<file path="src/rtl/tmr_scrub_ctrl.sv">
// Clock-gate enable scheduler for triplicated register banks. It merges functional
// gate requests, voter-error refreshes and periodic background scrubs into per-bank enables.
module tmr_scrub_ctrl #(
    parameter int unsigned N_BANKS      = 4,
    parameter int unsigned SCRUB_PERIOD = 1024,
    parameter int unsigned HOLD         = 2,
    parameter int unsigned CNT_W        = 16,
    localparam int unsigned BANK_W      = $clog2(N_BANKS)
) (
    input  logic               clk,
    input  logic               rstn,
    input  logic [N_BANKS-1:0] err_i,
    input  logic [N_BANKS-1:0] gate_req_i,
    input  logic               scrub_en_i,
    input  logic               err_clr_i,
    output logic [N_BANKS-1:0] gate_o,
    output logic               busy_o,
    output logic [BANK_W-1:0]  bank_o,
    output logic [N_BANKS-1:0] err_flag_o,
    output logic [CNT_W-1:0]   err_cnt_o
);
    localparam int unsigned PER_W  = $clog2(SCRUB_PERIOD);
    localparam int unsigned HOLD_W = $clog2(HOLD + 1);
    localparam int unsigned EDGE_W = $clog2(N_BANKS + 1);
    localparam int unsigned SUM_W  = CNT_W + EDGE_W;
    localparam int unsigned IDX_W  = BANK_W + 1;

    typedef enum logic [1:0] {IDLE, ARB, REFRESH} state_t;

    state_t              state;
    logic [N_BANKS-1:0]  err_q;
    logic [N_BANKS-1:0]  pending;
    logic [N_BANKS-1:0]  pending_d;
    logic [N_BANKS-1:0]  edges;
    logic [N_BANKS-1:0]  refresh_mask;
    logic [N_BANKS-1:0]  clr_mask;
    logic [N_BANKS-1:0]  flag_d;
    logic [BANK_W-1:0]   ptr;
    logic [BANK_W-1:0]   target;
    logic [BANK_W-1:0]   pick;
    logic [IDX_W-1:0]    idx;
    logic                found;
    logic [PER_W-1:0]    per_cnt;
    logic [HOLD_W-1:0]   hold_cnt;
    logic                per_hit;
    logic                refresh_done;
    logic [EDGE_W-1:0]   n_edges;
    logic [CNT_W-1:0]    cnt_base;
    logic [SUM_W-1:0]    cnt_sum;
    logic [CNT_W-1:0]    cnt_d;

    // A bank high in the first cycle after reset counts as a fresh error because err_q resets low.
    assign edges        = err_i & ~err_q;
    assign per_hit      = scrub_en_i && (state == IDLE) && (per_cnt == PER_W'(SCRUB_PERIOD - 1));
    assign refresh_done = (state == REFRESH) && (hold_cnt == HOLD_W'(HOLD - 1));

    // A new edge on the target bank wins over the clear applied on refresh exit.
    assign pending_d = (pending & ~clr_mask) | edges;
    assign flag_d    = (err_clr_i ? '0 : err_flag_o) | edges;
    assign cnt_base  = err_clr_i ? '0 : err_cnt_o;
    assign cnt_sum   = SUM_W'(cnt_base) + SUM_W'(n_edges);
    assign cnt_d     = (cnt_sum > SUM_W'({CNT_W{1'b1}})) ? '1 : CNT_W'(cnt_sum);

    always_comb begin
        refresh_mask = '0;
        clr_mask     = '0;
        n_edges      = '0;
        for (int i = 0; i < int'(N_BANKS); i++) begin
            refresh_mask[i] = (state == REFRESH) && (target == BANK_W'(i));
            clr_mask[i]     = refresh_done && (target == BANK_W'(i));
            n_edges         = n_edges + EDGE_W'(edges[i]);
        end
    end

    // Round-robin search: first pending bank at or after the pointer.
    always_comb begin
        pick  = ptr;
        found = 1'b0;
        idx   = '0;
        for (int k = 0; k < int'(N_BANKS); k++) begin
            idx = IDX_W'(ptr) + IDX_W'(k);
            if (idx >= IDX_W'(N_BANKS)) begin
                idx = idx - IDX_W'(N_BANKS);
            end
            if (!found && pending[idx[BANK_W-1:0]]) begin
                pick  = idx[BANK_W-1:0];
                found = 1'b1;
            end
        end
    end

    always_ff @(posedge clk or negedge rstn) begin
        if (!rstn) begin
            err_q      <= '0;
            pending    <= '0;
            err_flag_o <= '0;
            err_cnt_o  <= '0;
        end else begin
            err_q      <= err_i;
            pending    <= pending_d;
            err_flag_o <= flag_d;
            err_cnt_o  <= cnt_d;
        end
    end

    always_ff @(posedge clk or negedge rstn) begin
        if (!rstn) begin
            state    <= IDLE;
            ptr      <= '0;
            target   <= '0;
            hold_cnt <= '0;
            per_cnt  <= '0;
            gate_o   <= '0;
            busy_o   <= 1'b0;
            bank_o   <= '0;
        end else begin
            gate_o <= gate_req_i | refresh_mask;
            busy_o <= (state == REFRESH);
            if (state == REFRESH) begin
                bank_o <= target;
            end

            // Scrub interval only advances while no refresh is in flight.
            if (!scrub_en_i) begin
                per_cnt <= '0;
            end else if (state == IDLE) begin
                per_cnt <= per_hit ? '0 : per_cnt + PER_W'(1);
            end

            case (state)
                IDLE: begin
                    if (|pending) begin
                        state <= ARB;
                    end else if (per_hit) begin
                        target   <= ptr;
                        hold_cnt <= '0;
                        state    <= REFRESH;
                    end
                end
                ARB: begin
                    target   <= pick;
                    hold_cnt <= '0;
                    state    <= REFRESH;
                end
                REFRESH: begin
                    if (refresh_done) begin
                        state <= IDLE;
                        ptr   <= (target == BANK_W'(N_BANKS - 1)) ? '0 : target + BANK_W'(1);
                    end else begin
                        hold_cnt <= hold_cnt + HOLD_W'(1);
                    end
                end
                default: state <= IDLE;
            endcase
        end
    end
endmodule

</file>
<file path="config.mk">
export PLATFORM = sky130hd
export DESIGN_NAME = tmr_scrub_ctrl
export DESIGN_NICKNAME = d
export VERILOG_FILES = /design/src/rtl/tmr_scrub_ctrl.sv
export SDC_FILE = /design/constraint.sdc
export NUM_CORES = 1
export LEC_CHECK = 0
export ABC_CLOCK_PERIOD_IN_PS = 3900
export BUFFER_PORTS_ARGS = -buffer_cell sky130_fd_sc_hd__buf_2
export CORE_MARGIN = 2
export CORE_UTILIZATION = 40
export CTS_CLUSTER_SIZE = 10
export DETAILED_ROUTE_END_ITERATION = 16
export GPL_ROUTABILITY_DRIVEN = 0
export PLACE_DENSITY_LB_ADDON = 0.2
export SLEW_MARGIN = 30
export SYNTH_ARGS = -nofsm -noshare
export SYNTH_HDL_FRONTEND = slang
export SYNTH_SLANG_ARGS = --single-unit
</file>
<file path="constraint.sdc">
create_clock -name clk -period 3.9 [get_ports clk]
set_input_delay 0.585 -clock clk [delete_from_list [all_inputs] [get_ports clk]]
set_output_delay 0.585 -clock clk [all_outputs]
set_load 0.02 [all_outputs]
</file>
# Yosys cells after proc, flatten, opt, wreduce, memory -nomap -nowiden
# Cells that the tools add are included.
totals:
  ff_bits: 53
  latch_bits: 0
  ramBits: 0
  rom_bits: 0
  inputBits: 12
  out_inout_bits: 27
  wordCells: 118
  n_memories: 0
classes:
  n_addsub: 14
  mul: 0
  div: 0
  order_cmp: 9
  eq_ne: 13
  shift: 0
  mux: 37
  n_bitwise: 7
  n_reduce_logical: 26
op_table:
  columns: ["op", "n"]
  rows:
  - ["$mux W2", 17]
  - ["$mux W16", 2]
  - ["$mux W10", 3]
  - ["$add A16 B3 Y17", 1]
  - ["$gt A17 B16 Y1 const B", 1]
  - ["$logic_and A1 B1 Y1", 14]
  - ["$lt A2 B3 Y1 const B", 4]
  - ["$or A4 B4 Y4", 3]
  - ["$pmux W2 S3", 2]
  - ["$add A10 B1 Y10 const B", 1]
  - ["$eq A10 B10 Y1 const B", 1]
  - ["$ge A3 B3 Y1 const B", 3]
  - ["$and A4 B4 Y4", 2]
  - ["$bmux W1 S2", 4]
  - ["$ne A2 B2 Y1 const B", 4]
  - ["$not A4 Y4", 2]
  - ["$sub A2 B1 Y2 const B", 4]
  - ["$mux W1", 7]
  - ["$add A2 B2 Y3 const B", 2]
  - ["$eq A2 B1 Y1 const B", 3]
  - ["$eq A2 B2 Y1 const B", 3]
  - ["$add A2 B1 Y2 const B", 2]
  - ["$logic_not A2 Y1", 2]
  - ["$mux W4", 1]
  - ["other kinds (15)", 18]

# Longest topological paths before layout
# Gate-level depths: netlist of the first run.
logic_depth:
  depth_word: 15
  depth_mapped: 11

# Least setup slack after synthesis of the first run
# No wires, ideal clock.
synth_path:
  path_type: "input to register"
  start: "input port err_i[0]"
  end: "register err_cnt_o[10]"
  setup_ps: 83
  t_arrival_ps: 3195
  path_slack_ps: 622
  path_stages: 11
  n_path_buf: 1
  cell_sequence: "nand2b_1 -> inv_1 -> fa_1 -> inv_1 -> fa_1 -> fa_1 -> nand3b_1 -> nor3_1 -> nand3_1 -> clkbuf_1 -> o21ai_0"
synth_via:
  elab_chain_len: 7
synth_rtl:
  columns: ["element", "line", "source"]
  rows:
  - ["from (decl)", "12", "input logic [N_BANKS-1:0] err_i,"]
  - ["$and A4 B4 Y4 (*)", "53", "assign edges = err_i & ~err_q;"]
  - ["$add A1 B1 Y2 (*)", "71", "n_edges = n_edges + EDGE_W'(edges[i]);"]
  - ["$add A2 B1 Y3 (*)", "71", null]
  - ["$add A3 B1 Y3 (*)", "71", null]
  - ["$add A16 B3 Y17 (*)", "61", "assign cnt_sum = SUM_W'(cnt_base) + SUM_W'(n_edges);"]
  - ["$gt A17 B16 Y1", "62", "assign cnt_d = (cnt_sum > SUM_W'({CNT_W{1'b1}})) ? '1 : CNT_W'(cnt_sum);"]
  - ["$mux W16 (*)", "62", null]
  - ["via cnt_d[10]", "50", "logic [CNT_W-1:0] cnt_d;"]
  - ["to (signal assigned)", "102", "err_cnt_o <= cnt_d;"]
  - ["to (decl)", "20", "output logic [CNT_W-1:0] err_cnt_o"]
# Mark *: on every way through the listed nets, which the timed path passes. The rest lies on a longest branch.
# A chain may end at the register's enable or synchronous reset.

# Worst setup path after layout of the first run
layout_path:
  start: "input port err_i[0]"
  end: "register err_cnt_o[6]"
# Same word-level chain as after synthesis.

==> impl_results.md, run 1 <==
* Row cnt at 29
* DPL Wire Length at 3830 um
* RSZ-0062 raised after global routing: false
* Clock share of power at 27.4%
* Post-synthesis mux area share at 3.65%
* Total GRT Usage at 15.5%
* Hold Buf Count CTS at 0
* Worst path max stage delay at 530 ps
* Post_cts resized at 0
* Avg Vias per Cell at 5.28
* Worst-Skew Late Latency at 310 ps
* Drt pass-1 iters at 10
* Die height at 85.8 um
* Die area at 7360 um2
* Routed Antenna Nets at 0
* Seq cells post-synth at 53
* Grt ovf at 0
* Syn. warnings at 0
* Buffers on Ports at 38
* Yosys top cell area share at 49.6%
* Syn Area/Cell at 10.1 um2
* Max FO, Critical Path at 13
* Compound-Gate Fraction of Synth Area at 12.5%
* Xor/xnor share of the synthesized area at 4.58%
* Hold Violations, Final at 0
* Area Overhead vs Synth at 15.2%
* Post-synth ARST share at 100%
* Internal at 1.09 mW
* Slew @ Worst Pin at 809 ps
* Max H-tree Level at 2
* Cell accounting for the most synthesized area: dfrtp_1
* Sequential area share after synthesis at 49.6%
* Ports at 39
* Vias at 2016
* Worst VDD drop at 0.203 mV
* Combinational share of power at 27.1%
* Worst Skew at 8.08 ps
* Synthesized Nets at 286
* Vias in the first global route at 1905
* Combinational family with the most area after synthesis: simple AND/OR/NAND/NOR gates
* FMAX at 320 MHz
* Distinct cells, synth at 44
* Starting Density at 41.7%
* WL final at 5330 um
* EDFF count, synth at 0
* Adder-cell share of the synthesized area at 5.52%
* Register-to-register path setup slack at 780 ps
* Top cells by count, synth: dfrtp_1, nand2_1, o21ai_0
* Buf/Inv on CP at 4
* Placed Instances at 374
* Launching point of the worst reg2reg path: err_q[0]$_DFF_PN0_
* Worst r2r dst: err_cnt_o[6]$_DFF_PN0_
* Ys flop type: dfrtp_1
* Global-route wire length before repair at 9050 um
* Post-DR wirelength/cell at 14.0 um
* Final setup vio count at 0
* Mapped cell area at 2680 um2
* Setup bufs post-CTS at 0
* Critical path start-end classification: in2reg
* Nets at 326
* Delay-heaviest family, CP: adder cells
* Sequential share of power at 45.4%
* Sw power at 0.539 mW
* Post-Synth Simple-Gate Area at 19.1%
* CTS tree: built
* Synth area leaders: dfrtp_1, o21ai_0, nand2_1
* Worst setup EP type: flop
* Post-route minimum period at 3120 ps
* Fin cells at 382
* CP startpoint kind: primary input
* Initial antenna violation count at 0
* CTS Buf Count at 5
* CORE AREA at 6420 um2
* Status: complete, but fails checks
* Fin crit share at 80.0%
* # diodes at 0
* CTS Sinks at 53
* CP arrival at 3350 ps
* Layout cells sized above 1 at 19.7%
* Failing checks: DRC
* Most frequent cell on the critical path: fa_1
* Worst min path class: in2async
* Leakage power at 1.48 nW
* Highest-delay cell along the critical path: fa_1
* Final setup TNS at 0 ps
* Max cap viols at 0
* CTS Root Cell: clkbuf_8
* CTS max path bufs at 2
* Die X at 85.8 um
* DRC at 1
* CP required at 4130 ps
* Relative slew margins at 46.1%
* Reg clk slew, reported paths at 100 ps
* Cells on worst reg2reg path at 11
* DR iter-0 viols at 86
* Cell Pwr Density at 528 nW/um2
* Cells after synthesis at 264
* Sw Ratio at 33.1%
* Count leader, synth: dfrtp_1
* Largest net degree at the start of global routing at 36
* Slew Viols, Final at 0
* Cells along the critical path: buf_2, nand2b_1, inv_1, fa_1, inv_1, fa_1, fa_1, nand3b_1, nor3_1, buf_4, nand3_1, o21ai_0
==> metrics by stage <==
stage	hold WS, ps	cell area [um2]	util, %	setup slack [ps]	power, mW
floorplan	289	2680	-	622	1.06
global placement	491	2940	45.8	471	1.19
detailed placement	499	2940	45.8	372	1.20
CTS	384	3080	48.0	725	1.65
global route	372	3080	48.0	476	1.74
finish	359	3080	48.0	779	1.63
==> layout by cell type, fill, tap and decap left out, types with 4 or more instances in the layout <==
cell and count:
nor2_1 10, nand2_1 25, and3_1 8, nor3_1 8
nand4_1 4, inv_1 21, xnor2_1 8, clkbuf_8 5
a21o_1 6, nand3_1 9, xor2_1 6, nand2b_1 15
o21ai_0 23, o31ai_1 4, ha_1 7, buf_4 5
dfrtp_1 53, mux2_2 4, buf_2 38
==> sequential cells by signal (all words and copies together), names as in the netlist <==
signal      count
err_cnt_o      16
per_cnt        10
err_flag_o      4
err_q           4
gate_o          4
pending         4
bank_o          2
hold_cnt        2
ptr             2
state           2
target          2
busy_o          1
==> cell type report <==
class | instances | area (um2)
fillers | 588 | 3340
flip-flops and latches | 53 | 1330
multi-input cells | 180 | 1210
repair buffers | 43 | 228
well taps | 77 | 96.3
inverters | 21 | 78.8
clock buffers | 5 | 68.8
clock inverters | 3 | 68.8
==> kinds of logic after synthesis <==
family | after synthesis
buffers and inverters | 31
flip-flops | 53
AND/OR/NAND/NOR | 96
XOR/XNOR | 14
multiplexers | 8
AO/OA/AOI/OAI | 52
adder cells (fa/ha/maj) | 10
==> per-layer routing <==
metal	vias up	global-route usage, %	routed length, um	part of all wire [%]
met3	7	3.85	209	3.9
li1	984	-	-	-
met5	-	0	0	0
met1	993	21.3	2600	49
met4	0	4.33	60	1.1
met2	32	24.6	2460	46
==> how the worst max path moves through the flow <==
| stage | from | slack, ps | cells after the start | end |
|---|---|---|---|---|
| final | err_i[0] | 780 | 12 | err_cnt_o[6]$_DFF_PN0_ |
| after global routing | err_q[0]$_DFF_PN0_ | 480 | 11 | err_cnt_o[11]$_DFF_PN0_ |
| after CTS | err_q[0]$_DFF_PN0_ | 730 | 11 | err_cnt_o[6]$_DFF_PN0_ |
| after detailed placement | err_i[0] | 370 | 12 | err_cnt_o[6]$_DFF_PN0_ |
| after global placement | err_i[0] | 470 | 12 | err_cnt_o[13]$_DFF_PN0_ |
| after floorplan | err_i[0] | 620 | 11 | err_cnt_o[10]$_DFF_PN0_ |
==> power groups by stage <==
stage | registers (mW) | clock network [mW] | logic [mW]
6_report | 0.739 | 0.446 | 0.441
5_1_grt | 0.758 | 0.481 | 0.497
4_1_cts | 0.740 | 0.458 | 0.449
3_5_place_dp | 0.751 | 0 | 0.445
3_3_place_gp | 0.748 | 0 | 0.439
2_1_floorplan | 0.753 | 0 | 0.303
(Power assumes the default switching activity.)
==> run 2, diff against run 1 <==
--- a/config.mk
+++ b/config.mk
@@ -5,7 +5,8 @@
 export SDC_FILE = /design/constraint.sdc
 export NUM_CORES = 1
 export LEC_CHECK = 0
-export ABC_CLOCK_PERIOD_IN_PS = 3900
+export ABC_AREA = 1
+export ABC_CLOCK_PERIOD_IN_PS = 3100
 export BUFFER_PORTS_ARGS = -buffer_cell sky130_fd_sc_hd__buf_2
 export CORE_MARGIN = 2
 export CORE_UTILIZATION = 40
==> constraint.sdc (replaced) <==
create_clock -name clk -period 3.1 [get_ports clk]
set_input_delay 0.465 -clock clk [delete_from_list [all_inputs] [get_ports clk]]
set_output_delay 0.465 -clock clk [all_outputs]
set_load 0.02 [all_outputs]
==> run 2 against run 1 <==
Compared with the run above:
- the run now ends clean
- wire length grew 12%
- cell count grew 32%
- worst hold slack got worse by 220 ps
- sequential share of layout area shrank 3.2 points
- synthesized area rose by 7.2%
- die area grew 6.9%
- core utilization is 0.43 points higher
- clock power up 4%
- critical path type is now reg2reg
- largest power group unchanged
- highest routed layer unchanged
==> impl_results.md, run 2 <==
* Routed Antenna Nets at 0
* Adder-cell share of the synthesized area at 5.15%
* Post-synth ARST share at 100%
* Max reg flops at 16
* Global-route wire length before repair at 10100 um
* Mapped cell area at 2870 um2
* Vias at 2401
* Avg Vias per Cell at 4.76
* CORE AREA at 6870 um2
* WL final at 5980 um
* Die area at 7870 um2
* DR iter-0 viols at 117
* Vias in the first global route at 2214
* Grt ovf at 0
* Worst VDD drop at 0.254 mV
* Post-synthesis mux area share at 0%
* Hold Violations, Final at 0
* Worst Skew at 7.30 ps
* CP startpoint kind: flop
* Leakage power at 1.84 nW
* Die X at 88.7 um
* Max H-tree Level at 2
* Reg clk slew, reported paths at 100 ps
* Critical path start-end classification: reg2reg
* Max FO, Critical Path at 8
* Commonest non-fill, non-tap cell in the layout: nand2_1
* Nets at 430
* Relative slew margins at 62.1%
* CP required at 3340 ps
* Seq cells post-synth at 53
* Starting Density at 41.8%
* Post-DR wirelength/cell at 11.9 um
* CTS max path bufs at 2
* Slew @ Worst Pin at 568 ps
* Largest net degree at the start of global routing at 25
* Slew Viols, Final at 0
* Post-Synth Simple-Gate Area at 28.2%
* Synthesized Nets at 380
* Initial antenna violation count at 0
* Area Overhead vs Synth at 15.9%
* Ports at 39
* Highest-delay cell along the critical path: fa_1
* DPL Wire Length at 4460 um
* CTS Sinks at 53
* Die height at 88.7 um
* Buffers on Ports at 38
* CTS tree: built
* FMAX at 346 MHz
* Most frequent cells in the layout: nand2_1, inv_1, dfrtp_1, buf_2, nor2_1
* Fin crit share at 93.2%
* Final setup vio count at 0
* Sequential area share after synthesis at 46.2%
* # diodes at 0
* Ys flop type: dfrtp_1
* Yosys top cell area share at 46.2%
* Total GRT Usage at 16.4%
* Distinct cells, synth at 33
* DRC at 0
* Cell accounting for the most synthesized area: dfrtp_1
* Most flops, register: err_cnt_o
* Count leader, synth: nand2_1
* Cells after synthesis at 358
* Top cells by count, synth: nand2_1, inv_1, dfrtp_1
* CP arrival at 3130 ps
* Worst min path class: in2async
* Worst-Skew Late Latency at 310 ps
* Most frequent cell on the critical path: fa_1
* Xor/xnor share of the synthesized area at 3.36%
* Cell Pwr Density at 626 nW/um2
* RSZ-0062 raised after global routing: false
* Synth area leaders: dfrtp_1, nand2_1, inv_1
* Combinational family with the most area after synthesis: simple AND/OR/NAND/NOR gates
* Largest regs: err_cnt_o (16), per_cnt (10)
* Status: completed
* Syn Area/Cell at 8.01 um2
* Compound-Gate Fraction of Synth Area at 8.24%
* Worst setup EP type: flop
* Post-route minimum period at 2890 ps
* Cells along the critical path: nor2_1, fa_1, inv_1, fa_1, fa_2, nor3_4, nand2_2, nor2_4, nand2_4, nor2_8, nand3_2, nand2_1
* CTS Root Cell: clkbuf_8
* Final setup TNS at 0 ps
* Total Power at 2.08 mW
* Layout cells sized above 1 at 16.4%
* Syn. warnings at 0
* Drt pass-1 iters at 6
* Post-layout utilization of the core at 48.4%
* Setup bufs post-CTS at 0
* EDFF count, synth at 0
* CTS Buf Count at 5
* Max cap viols at 0
* Row cnt at 30
* Worst path max stage delay at 540 ps
[run 2: changes by cell type after synthesis, moves of 5 or more]
cell      change
nor2_1       +27
nor3_1        -5
nand2b_1     -15
a21o_1        -6
and3_1        -8
a21oi_1       +9
inv_1        +34
nand3_1       +8
nand2_1      +79
[run 2: power breakdown]
group,total [mW],internal (mW),switching [mW]
clock network,0.463,0.235,0.228
logic,0.699,0.230,0.469
registers,0.919,0.809,0.110
total,2.08,1.27,0.807
[run 2: layout make-up]
type | instances | area (um2)
Fill cell | 662 | 3540
Sequential cell | 53 | 1330
Multi-Input combinational cell | 245 | 1300
Timing Repair Buffer | 47 | 258
Inverter | 56 | 215
Tap cell | 96 | 120
Clock buffer | 5 | 68.8
Clock inverter | 2 | 35.0
[run 2: worst max-delay path, delay by kind of cell (launching register included)]
family,cells,cell delay [ps]
adder cells (fa/ha/maj),3,1380
buffers and inverters,1,60
flip-flops,1,370
AND/OR/NAND/NOR,8,1010
[run 2: path summary, 6_finish.rpt]
| check | startpoint | end | slack (ps) | depth (start not counted) |
|---|---|---|---|---|
| worst max-delay path | err_q[0]$_DFF_PN0_ | err_cnt_o[9]$_DFF_PN0_ | 210 | 12 |
| worst min-delay path | rstn | per_cnt[2]$_DFFE_PN0P_ | 140 | 1 |
| worst max register to register | err_q[0]$_DFF_PN0_ | err_cnt_o[9]$_DFF_PN0_ | 210 | 12 |
| worst min register to register | err_q[3]$_DFF_PN0_ | pending[3]$_DFF_PN0_ | 480 | 1 |
| max in group asynchronous | rstn | gate_o[3]$_DFF_PN0_ | 2300 | 2 |
| min in group clk | err_i[0] | err_q[0]$_DFF_PN0_ | 270 | 1 |
[run 2: kinds of logic (layout without fill, tap and decap cells)]
logic type               count (synthesis)  after routing
buffers and inverters                   61            110
AO/OA/AOI/OAI                           43             43
flip-flops                              53             53
AND/OR/NAND/NOR                        180            181
XOR/XNOR                                11             11
adder cells (fa/ha/maj)                 10             10
[run 2: layer usage]
metal	wire length (um)	vias up	share of wire (%)	GRT usage (%)
li1	-	1216	-	-
met1	2870	1134	48	22.2
met2	2760	45	46	26.7
met3	285	6	4.8	3.82
met4	57	0	0.95	4.27
met5	0	-	0	0
[run 2: repair_timing]
action | CTS | global route
hold buffers | 0 | 0
setup endpoints to repair | 0 | 3
gates resized for setup | 0 | 1
[run 2: metrics by stage]
| stage | hold slack (ps) | instances | instance area (um2) | setup WS [ps] |
|---|---|---|---|---|
| 4_1_cts | 148 | 503 | 3310 | 126 |
| 6_report | 135 | 504 | 3320 | 209 |
| 2_1_floorplan | 169 | 358 | 2870 | 120 |
| 5_1_grt | 175 | 504 | 3320 | 42.1 |
| 3_5_place_dp | 461 | 496 | 3210 | -137 |
| 3_3_place_gp | 458 | 496 | 3210 | -60.2 |
==> run 3, diff against run 2 <==
--- a/config.mk
+++ b/config.mk
@@ -5,7 +5,6 @@
 export SDC_FILE = /design/constraint.sdc
 export NUM_CORES = 1
 export LEC_CHECK = 0
-export ABC_AREA = 1
 export ABC_CLOCK_PERIOD_IN_PS = 3100
 export BUFFER_PORTS_ARGS = -buffer_cell sky130_fd_sc_hd__buf_2
 export CORE_MARGIN = 2
==> run 3 against run 2 <==
Compared with the run above:
- global-route usage is 0.51 points lower
- clock skew shrank 2.2 ps
- worst hold slack lost 40 ps
- flip-flop and latch count stayed put
- cell area down 6.6%
- count of clock-buffer cells in the layout up 2
- sequential power increased by 1%
- critical path type unchanged
- critical endpoint is now err_cnt_o[10]$_DFF_PN0_
- largest cell class unchanged
==> impl_results.md, run 3 (synthesized netlist as in run 1, its figures left out) <==
* Status: completed
* Global-route wire length before repair at 9440 um
* CTS max path bufs at 2
* Buffers on Ports at 38
* Delay-heaviest family, CP: adder cells
* Reg clk slew, reported paths at 90 ps
* RSZ-0062 raised after global routing: false
* CORE AREA at 6420 um2
* CP startpoint kind: flop
* # diodes at 0
* Initial antenna violation count at 0
* Highest-delay cell along the critical path: fa_1
* Commonest non-fill, non-tap cell in the layout: dfrtp_1
* Max reg flops at 16
* Worst VDD drop at 0.222 mV
* Design Area, Final at 3100 um2
* Worst min path class: in2async
* Cells along the critical path: nand2b_1, inv_1, fa_1, inv_1, fa_1, fa_2, nand3b_1, nor3_2, buf_4, and3_1, xnor2_1, o21ai_0
* DRC at 0
* Final setup vio count at 0
* Final setup TNS at 0 ps
* Slew @ Worst Pin at 490 ps
* Routed Antenna Nets at 0
* Die height at 85.8 um
* Vias at 2029
* Post-DR wirelength/cell at 13.7 um
* Most flops, register: err_cnt_o
* Row cnt at 29
* Hold Buf Count CTS at 0
* Buf/Inv on CP at 3
* CP arrival at 3090 ps
* Starting Density at 41.7%
* Fin cells at 389
* WL final at 5320 um
* Total GRT Usage at 15.9%
* DPL Wire Length at 3820 um
* Cell Pwr Density at 617 nW/um2
* Worst-Skew Late Latency at 300 ps
* FMAX at 343 MHz
* Slew Viols, Final at 0
* Grt ovf at 0
* M2 GR Usage at 25.4%
* Ports at 39
* Total Power at 1.92 mW
* Nets at 333
* Leakage power at 1.50 nW
* CTS Sinks at 53
* Max cap viols at 0
* CP required at 3280 ps
* Die X at 85.8 um
* Met3 Use GR at 2.79%
* Setup bufs post-CTS at 0
* CTS Buf Count at 5
* Post-route minimum period at 2910 ps
* Met1 usage at 22.2%
* Hold Violations, Final at 0
* Worst setup EP type: flop
* Relative slew margins at 67.0%
* Critical path start-end classification: reg2reg
* Max H-tree Level at 2
* Placed Instances at 381
* Post-layout utilization of the core at 48.3%
* Worst path max stage delay at 520 ps
* Layout cells sized above 1 at 22.1%
* Vias in the first global route at 2024
* Avg Vias per Cell at 5.22
* GR peak layer: met2
* Largest net degree at the start of global routing at 36
* Area Overhead vs Synth at 16.0%
* CTS Root Cell: clkbuf_8
* DR iter-0 viols at 73
* Die area at 7360 um2
* Drt pass-1 iters at 6
* Placed instance area at 3000 um2
* Largest regs: err_cnt_o (16), per_cnt (10)
* Most frequent cells in the layout: dfrtp_1, buf_2, nand2_1, o21ai_0, inv_1
* Worst Skew at 5.14 ps
* Fin crit share at 93.9%
* CTS tree: built
* Max FO, Critical Path at 6
## run 3: what timing repair did
| item | 4_1_cts | 5_1_grt |
|---|---|---|
| hold endpoints to repair | 0 | 0 |
| resized for setup | 0 | 1 |
| endpoints found under the setup margin | 0 | 3 |
## run 3: layout make-up
class	instances	area (um2)
Clock buffer	7	96.3
Timing Repair Buffer	50	280
Fill cell	627	3320
Clock inverter	1	5.00
Sequential cell	53	1330
Tap cell	77	96.3
Multi-Input combinational cell	180	1220
Inverter	21	78.8
## run 3: path summary, 6_finish.rpt
check	start	to	slack [ps]	depth (start not counted)
worst max register to register	err_q[0]$_DFF_PN0_	err_cnt_o[10]$_DFF_PN0_	190	12
worst min register to register	per_cnt[9]$_DFFE_PN0P_	per_cnt[9]$_DFFE_PN0P_	510	1
max in group asynchronous	rstn	err_q[0]$_DFF_PN0_	2210	2
worst max-delay path	err_q[0]$_DFF_PN0_	err_cnt_o[10]$_DFF_PN0_	190	12
min in group clk	err_i[1]	err_q[1]$_DFF_PN0_	280	1
worst min-delay path	rstn	per_cnt[9]$_DFFE_PN0P_	90	1
## run 3: metrics by stage
step	hold slack (ps)	setup slack, ps
after floorplan	169	89.0
after global placement	443	-8.97
after detailed placement	444	-55.2
after CTS	107	114
after global routing	128	17.1
final	94.9	188
## run 3: power breakdown
group          switching, mW  internal, mW  leakage (nW)  total, mW
clock                  0.226         0.202        0.0542      0.429
sequential             0.123         0.805         0.668      0.928
combinational          0.316         0.243         0.780      0.558
## run 3: layer usage
metal,wire (um),up-vias
met3,123,6
met4,64,0
li1,-,1005
met2,2490,21
met5,0,-
met1,2640,997
